`config.mk`:
```
export PLATFORM = sky130hd
export DESIGN_NAME = sram_burst_master
export DESIGN_NICKNAME = d
export VERILOG_FILES = /design/src/rtl/sram_burst_master.sv
export SDC_FILE = /design/constraint.sdc
export NUM_CORES = 1
export LEC_CHECK = 0
export ABC_CLOCK_PERIOD_IN_PS = 3900
export BUFFER_PORTS_ARGS = -buffer_cell sky130_fd_sc_hd__buf_2
export CORE_MARGIN = 1.5
export CORE_UTILIZATION = 50
export DETAILED_ROUTE_END_ITERATION = 12
export HOLD_SLACK_MARGIN = 0.02
export PLACE_DENSITY = 0.81
export SLEW_MARGIN = 0
export SYNTH_ARGS = -nofsm -noshare
export SYNTH_HDL_FRONTEND = slang
export SYNTH_SLANG_ARGS = --single-unit
```
`constraint.sdc`:
```
create_clock -name clk -period 3.9 [get_ports clk]
set_input_delay 0.78 -clock clk [delete_from_list [all_inputs] [get_ports clk]]
set_output_delay 0.78 -clock clk [all_outputs]
set_load 0.02 [all_outputs]
```
`src/rtl/sram_burst_master.sv`:
```
// Burst read/write requester for the io_sram word port, with a 2-entry read return buffer.
// Define SRAM_BURST_WRAP_EN for wrapping (critical-word-first) bursts; default is incrementing.
module sram_burst_master (
    input  logic        clk,
    input  logic        rst,
    input  logic        req_valid,
    output logic        req_ready,
    input  logic        req_we,
    input  logic [19:0] req_addr,
    input  logic [3:0]  req_len,
    input  logic [3:0]  req_wmask,
    input  logic        wdata_valid,
    output logic        wdata_ready,
    input  logic [31:0] wdata,
    output logic        rdata_valid,
    input  logic        rdata_ready,
    output logic [31:0] rdata,
    output logic        rdata_last,
    output logic        done,
    output logic        io_sram_en,
    output logic        io_sram_we,
    output logic [19:0] io_sram_addr,
    output logic [31:0] io_sram_din,
    output logic [3:0]  io_sram_wmask,
    input  logic [31:0] io_sram_dout
);
    typedef enum logic [2:0] {IDLE, RD, RDW, WR, TURN} state_t;

    state_t      state;
    logic [19:0] addr;
    logic [19:0] addr_nxt;
    logic [3:0]  mask;
    logic [3:0]  beats;
    logic        pend;
    logic        pend_last;
    logic [32:0] fifo_mem [2];
    logic        wr_ptr;
    logic        rd_ptr;
    logic [1:0]  buf_cnt;
    logic        pop;
    logic        issue_rd;
    logic        wr_hs;

`ifdef SRAM_BURST_WRAP_EN
    logic [3:0] len;

    // Low bits selected by len wrap within the aligned block; high bits stay fixed.
    function automatic logic [19:0] next_addr(input logic [19:0] a, input logic [3:0] l);
        return (a & ~{16'b0, l}) | ((a + 20'd1) & {16'b0, l});
    endfunction

    assign addr_nxt = next_addr(addr, len);
`else
    function automatic logic [19:0] next_addr(input logic [19:0] a);
        return a + 20'd1;
    endfunction

    assign addr_nxt = next_addr(addr);
`endif

    assign pop         = rdata_valid & rdata_ready;
    // Never let buffered + in-flight reads exceed the two buffer slots.
    assign issue_rd    = (state == RD) && (({1'b0, buf_cnt} + {2'b0, pend}) < (3'd2 + {2'b0, pop}));
    assign wr_hs       = (state == WR) && wdata_valid;
    assign wdata_ready = (state == WR);

    assign io_sram_en    = issue_rd | wr_hs;
    assign io_sram_we    = wr_hs;
    assign io_sram_addr  = io_sram_en ? addr : 20'd0;
    assign io_sram_din   = wr_hs ? wdata : 32'd0;
    assign io_sram_wmask = wr_hs ? mask : 4'd0;

    // RDW lasts exactly the cycle whose closing edge captures the final beat.
    assign done = (state == TURN) || (state == RDW);

    assign rdata_valid = (buf_cnt != 2'd0);
    assign rdata       = rdata_valid ? fifo_mem[rd_ptr][31:0] : 32'd0;
    assign rdata_last  = rdata_valid & fifo_mem[rd_ptr][32];

    always_ff @(posedge clk or posedge rst) begin
        if (rst) begin
            state     <= IDLE;
            req_ready <= 1'b0;
            addr      <= 20'd0;
            mask      <= 4'd0;
            beats     <= 4'd0;
            pend      <= 1'b0;
            pend_last <= 1'b0;
`ifdef SRAM_BURST_WRAP_EN
            len       <= 4'd0;
`endif
        end else begin
            pend      <= issue_rd;
            pend_last <= issue_rd && (beats == 4'd0);
            case (state)
                IDLE: begin
                    if (req_valid && req_ready) begin
                        addr      <= req_addr;
                        mask      <= req_wmask;
                        beats     <= req_len;
`ifdef SRAM_BURST_WRAP_EN
                        len       <= req_len;
`endif
                        req_ready <= 1'b0;
                        state     <= req_we ? WR : RD;
                    end else begin
                        req_ready <= 1'b1;
                    end
                end
                RD: begin
                    if (issue_rd) begin
                        addr <= addr_nxt;
                        if (beats == 4'd0) state <= RDW;
                        else beats <= beats - 4'd1;
                    end
                end
                WR: begin
                    if (wr_hs) begin
                        addr <= addr_nxt;
                        if (beats == 4'd0) state <= TURN;
                        else beats <= beats - 4'd1;
                    end
                end
                RDW, TURN: begin
                    state     <= IDLE;
                    req_ready <= 1'b1;
                end
                default: state <= IDLE;
            endcase
        end
    end

    // Return buffer: SRAM data is captured one cycle after its read beat was issued.
    always_ff @(posedge clk or posedge rst) begin
        if (rst) begin
            wr_ptr  <= 1'b0;
            rd_ptr  <= 1'b0;
            buf_cnt <= 2'd0;
        end else begin
            if (pend) wr_ptr <= ~wr_ptr;
            if (pop) rd_ptr <= ~rd_ptr;
            buf_cnt <= buf_cnt + {1'b0, pend} - {1'b0, pop};
        end
    end

    always_ff @(posedge clk) begin
        if (pend) fifo_mem[wr_ptr] <= {pend_last, io_sram_dout};
    end
endmodule

```
==> results of run 1 <==
==> final timing paths <==
| kind | slack, ns | cells after the start | endpoint | start |
|---|---|---|---|---|
| setup / recovery | 0.90 | 8 | io_sram_addr[5] | pend$_DFF_PP0_ |
| min in group asynchronous | 0.53 | 2 | addr[16]$_DFFE_PP0P_ | rst |
| setup reg to reg | 1.39 | 6 | beats[1]$_DFFE_PP0P_ | pend$_DFF_PP0_ |
| hold reg to reg | 0.47 | 0 | fifo_mem[0][32]$_DFFE_PP_ | pend_last$_DFF_PP0_ |
| hold / removal | 0.47 | 0 | fifo_mem[0][32]$_DFFE_PP_ | pend_last$_DFF_PP0_ |
| max in group asynchronous | 2.58 | 3 | rd_ptr$_DFFE_PP0P_ | rst |
==> sequential cells by signal, summed over array words and instances (netlist names) <==
register   count
buf_cnt        2
addr          20
pend_last      1
wr_ptr         1
rd_ptr         1
req_ready      1
state          3
mask           4
pend           1
beats          4
fifo_mem      66
==> synth_stat cells, types with 3 or more instances <==
master / n
o21ai_0: 20
o22a_1: 3
nand2_1: 33
a31oi_1: 5
xnor2_1: 4
mux2i_1: 34
clkbuf_1: 15
inv_1: 11
nor2_1: 51
dfrtp_1: 38
ha_1: 6
o22ai_1: 8
nand4_1: 6
and2_1: 57
edfxtp_1: 66
nand3_1: 7
a2bb2oi_1: 10
buf_2: 9
a21oi_1: 26
==> per-layer routing <==
| layer | global-route usage | routed length (um) | vias up |
|---|---|---|---|
| met2 | 0.327 | 5400 | 136 |
| li1 | - | - | 1960 |
| met4 | 0.0717 | 142 | 0 |
| met3 | 0.0403 | 808 | 16 |
| met1 | 0.298 | 5140 | 1895 |
| met5 | 0 | 0 | - |
==> worst max-delay path: stages, from the launching register on <==
cell	delay [ns]
dfrtp_1	0.44
ha_1	0.22
ha_1	0.28
o21ai_0	0.08
nand2_1	0.13
a21oi_1	0.16
buf_4	0.23
and2_1	0.16
buf_2	0.16
==> power by group <==
part	total, uW	internal (uW)	switching, uW
Combinational	2560	967	1590
Sequential	1910	1560	351
Clock	631	246	385
==> per-stage QoR <==
| stage | instance area (um2) | hold slack (ns) | setup slack (ns) |
|---|---|---|---|
| 4_1_cts | 6270 | 0.463 | 0.867 |
| 3_5_place_dp | 6090 | 0.432 | 1.10 |
| 2_1_floorplan | 5020 | 0.420 | 1.15 |
| 6_report | 6270 | 0.468 | 0.902 |
| 5_1_grt | 6270 | 0.487 | 0.670 |
| 3_3_place_gp | 6090 | 0.424 | 1.17 |
==> placed cells by master (no fill, tap or decap), drive strengths merged, types with 2 or more instances in the layout <==
| cell | n |
|---|---|
| buf | 199 |
| edfxtp | 66 |
| and2 | 58 |
| a22o | 2 |
| nand2b | 2 |
| or3 | 2 |
| and3 | 2 |
| xnor2 | 4 |
| mux2i | 34 |
| ha | 6 |
| nor2 | 51 |
| nand3 | 7 |
| a21oi | 26 |
| or2 | 2 |
| o22a | 3 |
| nor3 | 2 |
| a2bb2oi | 10 |
| nand4 | 7 |
| o22ai | 8 |
| o21ai | 23 |
| a31oi | 5 |
| dfrtp | 38 |
| nor2b | 2 |
| clkbuf | 9 |
| clkinv | 3 |
| inv | 15 |
| nor4 | 3 |
| nor3b | 2 |
| nand2 | 33 |
==> kinds of logic (layout without fill, tap and decap cells) <==
| group | Yosys count | in the layout | synth area share |
|---|---|---|---|
| AOI/OAI and AO/OA | 84 | 84 | 0.105 |
| xor gates and xnor gates | 5 | 5 | 0.00872 |
| adders and majority gates | 6 | 6 | 0.0149 |
| buffers and inverters | 39 | 226 | 0.0336 |
| DFF | 104 | 104 | 0.584 |
| muxes | 34 | 34 | 0.0678 |
| and+or+nand+nor | 176 | 176 | 0.186 |
==> cell type report <==
class | instances | area, um2
clock buffers | 9 | 124
clock inverters | 7 | 61.3
fillers | 803 | 3500
inverters | 11 | 41.3
multi-input cells | 305 | 1930
flip-flops and latches | 104 | 2930
well taps | 133 | 166
repair buffers | 199 | 1010
==> reports/results.tsv, run 1 <==
stage	metric	value	unit
critical_path	CP Class	reg -> out	
timing	RSZ-0062 raised after global routing	no	
clock_network	Reg clk slew, reported paths	0.11	ns
place	number of port buffers	192	
power	largest vdd supply drop	445	uV
routing	DRC	0	
place	HPWL Detailed	8.22	mm
synth	syn nets	552	
clock_network	H-tree Lvls	3	
grt	Tot GR Track Use	0.210	
grt	initial antenna violation count	0	
power	pwr dens	812	mW/mm2
routing	total wire length	11.5	mm
routing	Final ANT Viol Nets	0	
routing	Vias per Instance	5.22	
run	MaxCap Viol Count	0	
finish	final net count	734	
timing	Final Hold Viols	0	
synth	Synth top area share	0.395	
critical_path	CP endpoint kind	output port	
critical_path	Critical Path RT	3.12	ns
grt	vias in the first global route	3618	
timing	slew margin rel.	0.304	
run_status	outcome	complete, no violations	
floorplanning	Die Ht	103	um
clock_network	post-CTS sizing	0	
clock_network	CTS tree	built	
clock_network	CTS hold repair buffers	0	
synth	largest area contributor in the netlist	edfxtp_1	
timing	Fin Clk Skew	0.0151	ns
routing	Avg WL per Cell	15.0	um
clock_network	Max Root-Sink Buffers	2	
synth	Seq/Total Area, Yosys	0.584	
critical_path	CP Max Fanout	21	
hold_path	Hold/Removal Path Class	reg -> reg	
timing	fin crit period	3.00	ns
grt	pin count of the biggest net entering global routing	45	
synth	Yosys cell types	47	
clock_network	cts bufs inserted	9	
finish	layout cells sized above 1	0.357	
finish	Layout area overhead	24.9	%
timing	Tightest Pin Transition	1.04	ns
synth	number of synthesized flops with an enable pin	66	
timing	final setup fails	0	
clock_network	# clock sinks	104	
synth	Async S/R FF share, synth	0.365	
synth	prevailing post-synth register cell	edfxtp_1	
routing	Via Count	4007	
synth	Yosys warning total	0	
grt	first-pass GRT wire length	17.3	mm
synth	Post-Syn Instances	448	
finish	Finished Core Util	0.642	
synth	area of the mapped netlist	0.00502	mm2
synth	Synth area leaders	edfxtp_1 39%, dfrtp_1 19%, and2_1 7.1%	
finish	Final Non-Filler Cells	768	
floorplanning	die extent in x	103	um
floorplanning	row cnt	36	
place	routability-driven placement congestion ratio	0.786	
clock_network	post-CTS setup buffer count	0	
power	Pwr Total	5100	uW
grt	total grt overflow	0	
floorplanning	core area	0.00977	mm2
floorplanning	# IOs	193	
timing	period utilization	0.769	
timing	Slew Limit Fails	0	
synth	FF+latch count, synth	104	
finish	Antenna diodes	0	
routing	Detailed Routing Iterations Pass 1	4	
clock_network	clk_lat worst skew	0.36	ns
power	static leakage power	0.00292	uW
timing	Peak Freq	334	MHz
critical_path	critical path arrival	2.22	ns
floorplanning	initial core utilization	0.514	
timing	sum of negative setup slack	0	ns
place	dpl cells	752	
routing	Starting DRT DRC Count	137	
clock_network	CTS root buffer	clkbuf_8	
synth	Syn Area/Cell	11.2	um2
critical_path	CP startpoint kind	register	
floorplanning	die footprint	0.0107	mm2
No activity file was read; power rests on OpenSTA's default activity.
==> run 2: changes to the inputs <==
--- a/config.mk
+++ b/config.mk
@@ -5,13 +5,13 @@
 export SDC_FILE = /design/constraint.sdc
 export NUM_CORES = 1
 export LEC_CHECK = 0
-export ABC_CLOCK_PERIOD_IN_PS = 3900
+export ABC_CLOCK_PERIOD_IN_PS = 2900
 export BUFFER_PORTS_ARGS = -buffer_cell sky130_fd_sc_hd__buf_2
 export CORE_MARGIN = 1.5
-export CORE_UTILIZATION = 50
+export CORE_UTILIZATION = 49
 export DETAILED_ROUTE_END_ITERATION = 12
 export HOLD_SLACK_MARGIN = 0.02
-export PLACE_DENSITY = 0.81
+export PLACE_DENSITY = 0.8
 export SLEW_MARGIN = 0
 export SYNTH_ARGS = -nofsm -noshare
 export SYNTH_HDL_FRONTEND = slang
==> constraint.sdc (replaced) <==
create_clock -name clk -period 2.9 [get_ports clk]
set_input_delay 0.58 -clock clk [delete_from_list [all_inputs] [get_ports clk]]
set_output_delay 0.58 -clock clk [all_outputs]
set_load 0.02 [all_outputs]
==> reports/results.tsv, run 2 (synthesized netlist as in run 1, its figures left out) <==
stage	metric	value	unit	change
run_status	outcome	complete, no violations		
routing	Detailed Routing Iterations Pass 1	4		unchanged
timing	Tightest Pin Transition	1.05	ns	+0.00400 ns
finish	layout cells sized above 1	0.366		+0.00856
routing	Via Count	4087		+2.0%
timing	final setup fails	0		unchanged
run	MaxCap Viol Count	0		unchanged
timing	slew margin rel.	0.301		-0.00267
critical_path	reg-to-reg endpoint	addr[7]$_DFFE_PP0P_		
finish	FF/Latch Area	0.00294	mm2	about the same
grt	first-pass GRT wire length	19.2	mm	+11%
finish	Most flops, register	fifo_mem		
grt	vias in the first global route	3982		+10%
critical_path	CP Class	reg -> out		
clock_network	Max Root-Sink Buffers	2		unchanged
grt	pin count of the biggest net entering global routing	44		-2.2%
place	number of port buffers	192		unchanged
clock_network	# clock sinks	104		unchanged
floorplanning	row cnt	36		unchanged
power	largest vdd supply drop	711	uV	+60%
routing	DRC	0		unchanged
power	Net Sw Frac	0.445		-0.0118
finish	most frequent cells in the layout	192 x buf_2, 66 x edfxtp_1, 57 x and2_1		
critical_path	critical path arrival	2.18	ns	-0.04 ns
critical_path	Setup crit start	pend$_DFF_PP0_		
grt	total grt overflow	0		unchanged
clock_network	H-tree Lvls	3		unchanged
finish	most common cell after layout, fill and taps aside	buf_2		
clock_network	Reg clk slew, reported paths	0.10	ns	about the same
routing	Vias per Instance	5.27		+1.1%
finish	Final Non-Filler Cells	775		+0.91%
floorplanning	die extent in x	104	um	+0.99%
critical_path	R2R setup slack	0.55	ns	-0.84 ns
clock_network	cts bufs inserted	9		unchanged
place	HPWL Detailed	8.65	mm	+5.2%
timing	Slew Limit Fails	0		unchanged
critical_path	CP startpoint kind	register		
routing	total wire length	12.1	mm	+5.3%
routing	Starting DRT DRC Count	288		+110%
finish	Antenna diodes	0		unchanged
power	Pwr Total	7080	uW	+39%
power	Flop pwr share	0.349		-0.025
floorplanning	core area	0.00986	mm2	+0.92%
power	part of the power in the clock network	0.125		about the same
critical_path	Critical R2R Launch	pend$_DFF_PP0_		
critical_path	CP endpoint kind	output port		
routing	Final ANT Viol Nets	0		unchanged
routing	Avg WL per Cell	15.6	um	+4.3%
power	pwr dens	1110	mW/mm2	+37%
timing	sum of negative setup slack	0	ns	unchanged
clock_network	clk_lat worst skew	0.36	ns	about the same
floorplanning	die footprint	0.0109	mm2	+2.0%
timing	Peak Freq	362	MHz	
grt	initial antenna violation count	0		unchanged
clock_network	CTS root buffer	clkbuf_8		
floorplanning	# IOs	193		unchanged
finish	final net count	741		+0.95%
power	Comb pwr share	0.526		+0.024
timing	Final Hold Viols	0		unchanged
timing	fin crit period	2.76	ns	
floorplanning	Die Ht	104	um	+0.99%
timing	Fin Clk Skew	0.0136	ns	-0.00159 ns
power	Pint	3930	uW	+42%
power	Net Sw Power	3150	uW	+35%
hold_path	Hold/Removal Path Class	in -> async		
place	dpl cells	755		+0.40%
critical_path	Critical Path RT	2.32	ns	-0.80 ns
grt	Tot GR Track Use	0.221		+0.0112
finish	Largest register FFs	66		unchanged
critical_path	Worst R2R Path Depth	6		unchanged
place	routability-driven placement congestion ratio	0.828		+5.3%
finish	Layout area overhead	26.9	%	
critical_path	CP Max Fanout	11		-48%
finish	registers with the most flip-flops	fifo_mem (66), addr (20)		
finish	multi-input logic area	0.00194	mm2	+0.32%
power	static leakage power	0.00296	uW	+1.3%
timing	period utilization	0.952		
clock_network	CTS tree	built		
floorplanning	initial core utilization	0.509		-0.00469
finish	# fillers	784		-2.4%
finish	Finished Core Util	0.646		+0.00441
[run 2: cell count changes in the layout (fill, tap and decap cells not counted), moves of 2 or more]
cell	before	now
buf_4	7	10
buf_12	0	2
buf_6	0	2
clkbuf_1	0	2
clkinv_4	2	0
clkinvlp_4	0	2
inv_8	2	0
[run 2: worst max path at each step]
stage | endpoint | cells past startpoint | slack (ns)
after floorplan | io_sram_addr[10] | 7 | 0.43
after global placement | io_sram_addr[2] | 8 | 0.56
after detailed placement | io_sram_addr[2] | 8 | 0.52
after CTS | io_sram_addr[2] | 8 | 0.11
after global routing | io_sram_addr[12] | 8 | -0.02
final | io_sram_addr[2] | 8 | 0.14
[run 2: repair_timing]
item	4_1_cts	5_1_grt
hold buffers	0	0
endpoints found under the setup margin	0	20
setup buffers	0	3
gates resized for setup	0	7
[run 2: power groups by stage]
stage | Clock (uW) | Sequential, uW | Combinational, uW
2_1_floorplan | 0 | 2350 | 2690
4_1_cts | 901 | 2470 | 3610
3_3_place_gp | 0 | 2470 | 3490
6_report | 887 | 2470 | 3730
5_1_grt | 964 | 2540 | 4090
3_5_place_dp | 0 | 2490 | 3600
[run 2: per-stage QoR]
| step | setup slack (ns) | instance area, um2 | hold WS, ns |
|---|---|---|---|
| finish | 0.138 | 6370 | 0.340 |
| floorplan | 0.428 | 5020 | 0.420 |
| CTS | 0.115 | 6320 | 0.355 |
| detailed placement | 0.520 | 6130 | 0.436 |
| global placement | 0.559 | 6130 | 0.424 |
| global route | -0.0159 | 6370 | 0.370 |
[run 2: layout make-up]
type,count,share of cell area
clock buffer,11,0.0206
clock inverter,5,0.00981
inverter,11,0.00648
multi-input combinational,305,0.304
sequential,104,0.460
tap,133,0.0261
timing repair buffer,206,0.172
[run 2: per-layer routing]
metal  global-route usage  part of all wire  wire (um)  vias up
met5                    0                 0          0        -
met4               0.0565            0.0074         89        0
met3               0.0464             0.055        671        8
met2                0.383              0.51       6160      150
met1                0.284              0.43       5180     1964
li1                     -                 -          -     1965
[run 2: worst max-delay path: stages, from the launching register on]
cell and delay (ns):
dfrtp_2 0.44, ha_1 0.21, ha_1 0.29, o21ai_0 0.08, nand2_1 0.16, a21oi_4 0.20, buf_6 0.16, and2_2 0.14
buf_2 0.15
==> run 3: changes to the inputs <==
--- a/config.mk
+++ b/config.mk
@@ -9,6 +9,7 @@
 export BUFFER_PORTS_ARGS = -buffer_cell sky130_fd_sc_hd__buf_2
 export CORE_MARGIN = 1.5
 export CORE_UTILIZATION = 49
+export CTS_BUF_LIST = sky130_fd_sc_hd__clkbuf_4 sky130_fd_sc_hd__clkbuf_8 sky130_fd_sc_hd__clkbuf_16
 export DETAILED_ROUTE_END_ITERATION = 12
 export HOLD_SLACK_MARGIN = 0.02
 export PLACE_DENSITY = 0.8
==> reports/results.tsv, run 3 (synthesized netlist as in run 1, its figures left out) <==
stage	metric	value	unit	change
run_status	outcome	complete, no violations		
power	Pwr Total	7100	uW	+0.25%
clock_network	Max Root-Sink Buffers	2		unchanged
floorplanning	row cnt	36		unchanged
run	MaxCap Viol Count	0		unchanged
grt	first-pass GRT wire length	19.2	mm	about the same
routing	Starting DRT DRC Count	322		+12%
grt	pin count of the biggest net entering global routing	44		unchanged
routing	Via Count	4060		-0.66%
finish	Layout area overhead	27.1	%	
grt	total grt overflow	0		unchanged
finish	Most flops, register	fifo_mem		
timing	Tightest Pin Transition	1.03	ns	-0.0136 ns
timing	slew margin rel.	0.310		+0.00907
critical_path	CP endpoint kind	output port		
place	HPWL Detailed	8.65	mm	unchanged
power	static leakage power	0.00296	uW	+0.23%
critical_path	CP Max Fanout	11		unchanged
power	Comb pwr share	0.525		about the same
power	pwr dens	1110	mW/mm2	+0.13%
finish	multi-input logic area	0.00194	mm2	unchanged
clock_network	H-tree Lvls	3		unchanged
timing	fin crit period	2.76	ns	+0.00179 ns
clock_network	Reg clk slew, reported paths	0.10	ns	about the same
timing	Hold Worst Slack	0.340	ns	+0.000373 ns
timing	Fin Clk Skew	0.0135	ns	-0.0000210 ns
routing	Detailed Routing Iterations Pass 1	4		unchanged
routing	Final ANT Viol Nets	0		unchanged
finish	final net count	741		unchanged
clock_network	clk_lat worst skew	0.36	ns	about the same
finish	# fillers	780		-0.51%
place	number of port buffers	192		unchanged
place	dpl cells	755		unchanged
clock_network	CTS root buffer	clkbuf_8		
grt	initial antenna violation count	0		unchanged
floorplanning	die footprint	0.0109	mm2	unchanged
place	routability-driven placement congestion ratio	0.828		unchanged
timing	sum of negative setup slack	0	ns	unchanged
routing	Vias per Instance	5.24		-0.66%
finish	registers with the most flip-flops	fifo_mem (66), addr (20)		
floorplanning	Die Ht	104	um	unchanged
clock_network	CTS hold repair buffers	0		unchanged
floorplanning	# IOs	193		unchanged
timing	Final Hold Viols	0		unchanged
power	Net Sw Power	3150	uW	about the same
grt	Tot GR Track Use	0.221		about the same
power	Flop pwr share	0.348		about the same
critical_path	Critical Path RT	2.32	ns	about the same
hold_path	Hold/Removal Path Class	in -> async		
grt	vias in the first global route	3980		-0.050%
clock_network	# clock sinks	104		unchanged
finish	layout cells sized above 1	0.369		+0.00312
clock_network	cts bufs inserted	9		unchanged
finish	Antenna diodes	0		unchanged
routing	Avg WL per Cell	15.6	um	about the same
floorplanning	initial core utilization	0.509		unchanged
routing	total wire length	12.1	mm	about the same
timing	Slew Limit Fails	0		unchanged
critical_path	CP Class	reg -> out		
power	part of the power in the clock network	0.127		+0.002
floorplanning	core area	0.00986	mm2	unchanged
clock_network	CTS tree	built		
power	Pint	3950	uW	+0.47%
finish	most frequent cells in the layout	192 x buf_2, 66 x edfxtp_1, 57 x and2_1		
power	Net Sw Frac	0.443		-0.00123
timing	Peak Freq	362	MHz	about the same
floorplanning	die extent in x	104	um	unchanged
finish	Final Non-Filler Cells	775		unchanged
critical_path	critical path arrival	2.18	ns	about the same
finish	FF/Latch Area	0.00294	mm2	unchanged
finish	Largest register FFs	66		unchanged
finish	most common cell after layout, fill and taps aside	buf_2		
routing	DRC	0		unchanged
timing	period utilization	0.953		about the same
timing	final setup fails	0		unchanged
power	largest vdd supply drop	715	uV	+0.47%
critical_path	CP startpoint kind	register		
run 3: final timing paths:
check / startpoint / endpoint / slack, ns / cells after the start
min in group clk: io_sram_dout[19] / fifo_mem[1][19]$_DFFE_PP_ / 0.41 / 1
hold / removal: rst / beats[1]$_DFFE_PP0P_ / 0.34 / 2
max in group asynchronous: rst / addr[7]$_DFFE_PP0P_ / 1.78 / 3
hold reg to reg: pend_last$_DFF_PP0_ / fifo_mem[0][32]$_DFFE_PP_ / 0.46 / 0
setup reg to reg: pend$_DFF_PP0_ / addr[7]$_DFFE_PP0P_ / 0.56 / 6
setup / recovery: pend$_DFF_PP0_ / io_sram_addr[2] / 0.14 / 8
run 3: through the flow:
stage	area [um2]	setup WS (ns)	utilization
after global routing	6380	-0.0159	0.647
after global placement	6130	0.559	0.622
after floorplan	5020	0.428	-
after CTS	6330	0.115	0.642
final	6380	0.136	0.647
after detailed placement	6130	0.520	0.622
run 3: cell type report:
cell class | count | share of cell area
sequential | 104 | 0.460
multi-input combinational | 305 | 0.304
timing repair buffer | 206 | 0.172
tap | 133 | 0.0261
clock buffer | 11 | 0.0218
clock inverter | 5 | 0.00980
inverter | 11 | 0.00647
run 3: worst max-delay path: stages (launching register included):
cell	delay [ns]
dfrtp_2	0.44
ha_1	0.21
ha_1	0.29
o21ai_0	0.08
nand2_1	0.16
a21oi_4	0.20
buf_6	0.16
and2_2	0.14
buf_2	0.15
run 3: timing repair:
| item | CTS | global route |
|---|---|---|
| gates resized for setup | 0 | 7 |
| buffers inserted | 0 | 3 |
| setup endpoints to repair | 0 | 20 |
run 3: power by group through the flow:
stage | logic (uW) | registers (uW) | clock network, uW
after floorplan | 2690 | 2350 | 0
after global placement | 3490 | 2470 | 0
after detailed placement | 3600 | 2490 | 0
after CTS | 3610 | 2470 | 920
after global routing | 4090 | 2540 | 984
final | 3730 | 2470 | 904
run 3: layer usage:
layer	vias up	track usage	share of wire
li1	1963	-	-
met1	1943	0.284	0.43
met2	146	0.383	0.51
met3	8	0.0464	0.054
met4	0	0.0565	0.0074
met5	-	0	0
